[src/rtl/ble_cmd_sequencer.sv]
// ble_cmd_sequencer
//   Queues 16-bit Knight's Tour commands and dispatches them one at a time
//   through the BLE RemoteComm transmitter. Each command must be answered
//   with the ACK byte before the next is sent. A NAK (any other byte) or a
//   timeout halts the queue until abort or reset.
//
//   Build option: define SEQ_RETRY_EN to re-send a faulted command up to
//   MAX_RETRY times before halting. Without it every fault halts at once.
//
// Ports
//   clk, rst_n      clock, synchronous active-low reset
//   push, push_cmd  enqueue a command word (dropped and ovf set when full)
//   run             level; dispatch allowed while high
//   abort           flush FIFO, clear err/ovf/retries, return to IDLE
//   full, empty     FIFO status
//   cmd, send_cmd   command word and one-cycle start pulse to RemoteComm
//   cmd_sent        RemoteComm finished shifting the command out
//   resp_rdy, resp  RemoteComm response byte valid / value
//   clr_rx_rdy      one-cycle pulse consuming resp_rdy
//   busy            command in flight (SEND / WAIT_SENT / WAIT_RESP)
//   done            one-cycle pulse when an ACK leaves the queue empty
//   err             sticky fault flag (sequencer halted)
//   ovf             sticky push-dropped flag
//   n_acked         wrapping count of acknowledged commands
module ble_cmd_sequencer #(
    parameter int unsigned      DEPTH     = 8,
    parameter logic [7:0]       ACK       = 8'hA5,
    parameter int unsigned      TO_W      = 26,
    parameter logic [TO_W-1:0]  TIMEOUT   = 26'd50_000_000,
    parameter int unsigned      MAX_RETRY = 2
) (
    input  logic        clk,
    input  logic        rst_n,
    input  logic        push,
    input  logic [15:0] push_cmd,
    input  logic        run,
    input  logic        abort,
    output logic        full,
    output logic        empty,
    output logic [15:0] cmd,
    output logic        send_cmd,
    input  logic        cmd_sent,
    input  logic        resp_rdy,
    input  logic [7:0]  resp,
    output logic        clr_rx_rdy,
    output logic        busy,
    output logic        done,
    output logic        err,
    output logic        ovf,
    output logic [7:0]  n_acked
);

    localparam int unsigned AW = $clog2(DEPTH);

`ifdef SEQ_RETRY_EN
    localparam bit RETRY_EN = 1'b1;
`else
    localparam bit RETRY_EN = 1'b0;
`endif

    localparam logic [7:0]      MAX_R8  = 8'(MAX_RETRY);
    localparam logic [TO_W-1:0] TO_LAST = TIMEOUT - 1'b1;

    localparam logic [2:0] S_IDLE      = 3'd0;
    localparam logic [2:0] S_SEND      = 3'd1;
    localparam logic [2:0] S_WAIT_SENT = 3'd2;
    localparam logic [2:0] S_WAIT_RESP = 3'd3;
    localparam logic [2:0] S_HALT      = 3'd4;

    logic [2:0]      state;
    logic [15:0]     mem [DEPTH];
    logic [AW:0]     wr_ptr;
    logic [AW:0]     rd_ptr;
    logic [TO_W-1:0] timer;
    logic [7:0]      retry_cnt;

    logic do_push;
    logic resp_take;
    logic to_hit;
    logic ack_take;
    logic fault;

    // Extra pointer bit distinguishes full from empty when the indices match.
    assign empty = (wr_ptr == rd_ptr);
    assign full  = (wr_ptr[AW] != rd_ptr[AW]) &&
                   (wr_ptr[AW-1:0] == rd_ptr[AW-1:0]);

    assign send_cmd = (state == S_SEND);
    assign busy     = (state == S_SEND) || (state == S_WAIT_SENT) ||
                      (state == S_WAIT_RESP);

    assign do_push = push && !full && !abort;

    // resp_rdy stays high for the cycle in which clr_rx_rdy is being seen by
    // RemoteComm; ignore it then so one byte yields exactly one clear pulse.
    assign resp_take = resp_rdy && !clr_rx_rdy;

    // Fault fires on the attempt's TIMEOUT-th cycle after SEND.
    assign to_hit = (timer == TO_LAST);

    always_comb begin
        fault    = 1'b0;
        ack_take = 1'b0;
        case (state)
            S_WAIT_SENT: fault = !cmd_sent && to_hit;
            S_WAIT_RESP: begin
                if (resp_take) begin
                    ack_take = (resp == ACK);
                    fault    = (resp != ACK);
                end else begin
                    fault = to_hit;
                end
            end
            default: begin
                fault    = 1'b0;
                ack_take = 1'b0;
            end
        endcase
    end

    always_ff @(posedge clk) begin
        if (do_push) begin
            mem[wr_ptr[AW-1:0]] <= push_cmd;
        end
    end

    always_ff @(posedge clk) begin
        if (!rst_n) begin
            state      <= S_IDLE;
            wr_ptr     <= '0;
            rd_ptr     <= '0;
            timer      <= '0;
            retry_cnt  <= '0;
            cmd        <= '0;
            clr_rx_rdy <= 1'b0;
            done       <= 1'b0;
            err        <= 1'b0;
            ovf        <= 1'b0;
            n_acked    <= '0;
        end else begin
            done       <= 1'b0;
            // Stale bytes (outside WAIT_RESP) are consumed here too.
            clr_rx_rdy <= resp_take;

            if (abort) begin
                rd_ptr    <= wr_ptr;
                state     <= S_IDLE;
                timer     <= '0;
                retry_cnt <= '0;
                err       <= 1'b0;
                ovf       <= 1'b0;
            end else begin
                if (do_push) begin
                    wr_ptr <= wr_ptr + 1'b1;
                end
                // Full is judged on the registered pointers, so a pop in the
                // same cycle does not rescue the word.
                if (push && full) begin
                    ovf <= 1'b1;
                end

                case (state)
                    S_IDLE: begin
                        if (run && !empty) begin
                            cmd    <= mem[rd_ptr[AW-1:0]];
                            rd_ptr <= rd_ptr + 1'b1;
                            state  <= S_SEND;
                        end
                    end
                    S_SEND: begin
                        timer <= '0;
                        state <= S_WAIT_SENT;
                    end
                    S_WAIT_SENT, S_WAIT_RESP: begin
                        timer <= timer + 1'b1;
                        if (fault) begin
                            if (RETRY_EN && (retry_cnt < MAX_R8)) begin
                                retry_cnt <= retry_cnt + 1'b1;
                                state     <= S_SEND;
                            end else begin
                                err   <= 1'b1;
                                state <= S_HALT;
                            end
                        end else if ((state == S_WAIT_SENT) && cmd_sent) begin
                            state <= S_WAIT_RESP;
                        end else if (ack_take) begin
                            n_acked   <= n_acked + 1'b1;
                            retry_cnt <= '0;
                            done      <= empty;
                            state     <= S_IDLE;
                        end
                    end
                    S_HALT: begin
                        state <= S_HALT;
                    end
                    default: begin
                        state <= S_IDLE;
                    end
                endcase
            end
        end
    end

endmodule

[config.mk]
export PLATFORM = sky130hd
export DESIGN_NAME = ble_cmd_sequencer
export DESIGN_NICKNAME = d
export VERILOG_FILES = /design/src/rtl/ble_cmd_sequencer.sv
export SDC_FILE = /design/constraint.sdc
export NUM_CORES = 1
export LEC_CHECK = 0
export ABC_AREA = 1
export BUFFER_PORTS_ARGS = -buffer_cell sky130_fd_sc_hd__buf_2
export CAP_MARGIN = 20
export CORE_MARGIN = 1.5
export CORE_UTILIZATION = 45
export DETAILED_ROUTE_END_ITERATION = 8
export SLEW_MARGIN = 40
export SYNTH_ARGS = -nofsm -noshare
export SYNTH_HDL_FRONTEND = slang
export SYNTH_SLANG_ARGS = --single-unit
[constraint.sdc]
create_clock -name clk -period 2.78 [get_ports clk]
set_clock_uncertainty 0.2 [all_clocks]
set_input_delay 0.278 -clock clk [delete_from_list [all_inputs] [get_ports clk]]
set_output_delay 0.278 -clock clk [all_outputs]
set_load 0.05 [all_outputs]
==> summary.md <==
| Metric | Value |
|---|---|
| Largest net degree at the start of global routing | `68` |
| Worst-Skew Late Latency | `0.44 ns` |
| Share of flip-flops with an asynchronous set or reset | `0` |
| Area of the mapped netlist | `0.00853 mm2` |
| Row cnt | `50` |
| Initial drt markers | `551` |
| Worst path cell trace | `xnor2_1 -> nand2_1 -> nor2_2 -> nand2_1 -> inv_1 -> buf_2` |
| Final hold vios | `0` |
| Buffers & Inverters on Critical Path | `2` |
| Post-Syn Area per Cell | `9.57 um2` |
| Crit path required time | `2.30 ns` |
| Largest cells by area after synthesis | `edfxtp_1, dfxtp_1, nand2_1` |
| DRC viols | `0` |
| Drt pass-1 iters | `5` |
| Post-CTS setup buffer count | `0` |
| Slowest stage delay, CP | `0.44 ns` |
| Hold crit path type | `input port to flop` |
| Final worst-path cycle share | `0.792` |
| Setup tns final | `0 ns` |
| Routed vias | `6517` |
| Syn-to-layout area delta | `15.9%` |
| Core Area | `0.0186 mm2` |
| Setup slack after layout | `0.577 ns` |
| Maximum clock rate | `0.454 GHz` |
| Ys Warns | `0` |
| Slew Viols, Final | `0` |
| Slew @ Worst Pin | `0.613 ns` |
| Die W | `141 um` |
| Fin crit period | `2.20 ns` |
| Top fanout value on the critical path | `6` |
| Final RePlAce weighted congestion | `0.858` |
| Die area | `0.0198 mm2` |
| Syn nets | `926` |
| First-pass GRT wire length | `31.9 mm` |
| MaxCap Viol Count | `0` |
| Final Setup Violations | `0` |
| H-Tree Depth | `4` |
| Post-Place Worst Slack | `0.581 ns` |
| Wire length on met3 | `1.07 mm` |
| WL met1 | `10.1 mm` |
| Wirelength per Cell | `16.3 um` |
| Post-DRT Antenna Nets | `0` |
| Yosys top cell by area | `edfxtp_1` |
| Syn Inst Count | `891` |
| Post-synth EDFFs | `128` |
| Routed wl met2 | `8.57 mm` |
| RSZ-0062 raised after global routing | `false` |
| Clock transition at path regs | `0.07 ns` |
| Synth top area share | `0.451` |
| Gr ovfl total | `0` |
| Final net count | `1011` |
| Cts repair resizes | `0` |
| Vias in the first global route | `5963` |
| Distinct cells, synth | `46` |
| Initial antenna violation count | `0` |
| Leakage | `3.62 nW` |
| Share of cells above drive strength 1 | `0.152` |
| GRT Overall Usage | `0.210` |
| List of most frequent post-synthesis cells | `nand2_1, edfxtp_1, nor2_1, o21ai_0, dfxtp_1` |
| Peak VDD IR | `0.464 mV` |
| Post-synth top flop | `edfxtp_1` |
| CTS max path bufs | `2` |
| Arrival time at the worst endpoint | `1.72 ns` |
| Final wirelength | `20.0 mm` |
| Worst Setup Start Kind | `flop` |
| Slowest-stage cell, CP | `dfxtp_1` |
| CP dominant cell by count | `nand2_1` |
| Top delay family on crit path | `flip-flops` |
| Worst Setup End Kind | `output pin` |
| CTS sink cnt | `193` |
| Most common cell in the netlist | `nand2_1` |
| Via/cell ratio | `5.33` |
| TritonCTS Buffers | `17` |
| Max-slew headroom | `0.591` |
| Run status | `completed` |
| Synthesis-stage register bit count | `193` |
| Top layer in use | `met4` |
| Die Y | `141 um` |
| DP Wirelength | `13.3 mm` |
| Root buffer cell | `clkbuf_16` |
| Pwr per Cell Area | `618 mW/mm2` |
| # port buffers | `62` |
| Cts hold-fix bufs | `19` |
| WS Path Type | `flop to output pin` |
| Seq/Total Area, Yosys | `0.603` |
| Diode count | `0` |
| CTS tree | `built` |
| Initial Util | `0.458` |
| IO Pins | `63` |
==> placed cells by master (no fill, tap or decap), drive strengths merged <==
cell type    synthesis  layout
a21o                 2       2
nand2b               1       1
o22ai               16      16
nand3b               2       2
o21ai               89      89
or2                  5       5
nor3                11      11
a211oi               1       1
mux2i               16      16
buf                 22      87
xnor2                3       3
inv                 65      73
a221oi               2       2
o21a                 2       2
dlygate4sd3          0      19
xor2                 3       3
o211ai               1       1
a31oi                5       5
clkinv               0       6
nand3               49      49
o21bai               1       1
nor2               130     130
a311oi               2       2
nor3b                1       1
ha                   4       4
edfxtp             128     128
nand4                8       8
clkbuf              18      18
nor4                 6       6
nand2              179     179
a21oi               54      54
dfxtp               65      65
==> layout make-up <==
class,instances,area (um2)
Clock inverter,14,136
Tap cell,234,293
Timing Repair Buffer,106,688
Inverter,65,244
Clock buffer,18,450
Sequential cell,193,5150
Fill cell,1704,8760
Multi-Input combinational cell,593,2930
==> tightest hold or removal path: stages <==
cell and delay, ns:
buf_2 0.11, nand4_1 0.14, a31oi_1 0.09
==> where the power goes <==
| group | switching (mW) | internal (mW) | total, mW |
|---|---|---|---|
| clock network | 1.15 | 1.24 | 2.39 |
| registers | 0.0213 | 3.10 | 3.12 |
| logic | 0.423 | 0.178 | 0.601 |
| total | 1.60 | 4.52 | 6.11 |
==> per-layer routing <==
layer,track usage,up-vias
met4,0.0652,0
met1,0.310,3092
li1,-,3228
met2,0.307,179
met3,0.0472,18
met5,0,-
==> worst paths after layout <==
check	endpoint	slack, ns	start	cells after the start
setup / recovery	full	0.58	wr_ptr[0]	6
hold / removal	state[1]	0.03	cmd_sent	3
setup reg to reg	mem[6][9]	0.58	wr_ptr[2]	8
hold reg to reg	cmd[1]	0.26	cmd[1]	2
==> logic make-up after synthesis <==
group	after synthesis	synth area share
and+or+nand+nor	392	0.201
DFF	193	0.603
AOI/OAI and AO/OA	175	0.110
buffers and inverters	105	0.0554
muxes	16	0.0188
xor gates and xnor gates	6	0.00616
adders and majority gates	4	0.00587
==> through the flow <==
stage | util | total power [mW] | hold WS [ns] | cells | instance area [um2]
2_1_floorplan | - | 3.59 | 0.177 | 891 | 8540
3_3_place_gp | 0.489 | 3.76 | 0.252 | 1172 | 9110
3_5_place_dp | 0.489 | 3.76 | 0.253 | 1172 | 9110
4_1_cts | 0.530 | 6.16 | 0.0183 | 1223 | 9890
5_1_grt | 0.530 | 6.35 | 0.0351 | 1223 | 9890
6_report | 0.530 | 6.11 | 0.0288 | 1223 | 9890
==> sequential cells by signal (all words and copies together) (netlist names) <==
register and cells:
clr_rx_rdy 1, cmd 16, done 1, err 1, mem 128, n_acked 8, ovf 1, rd_ptr 4
state 3, timer 26, wr_ptr 4
(Power assumes the default switching activity.)
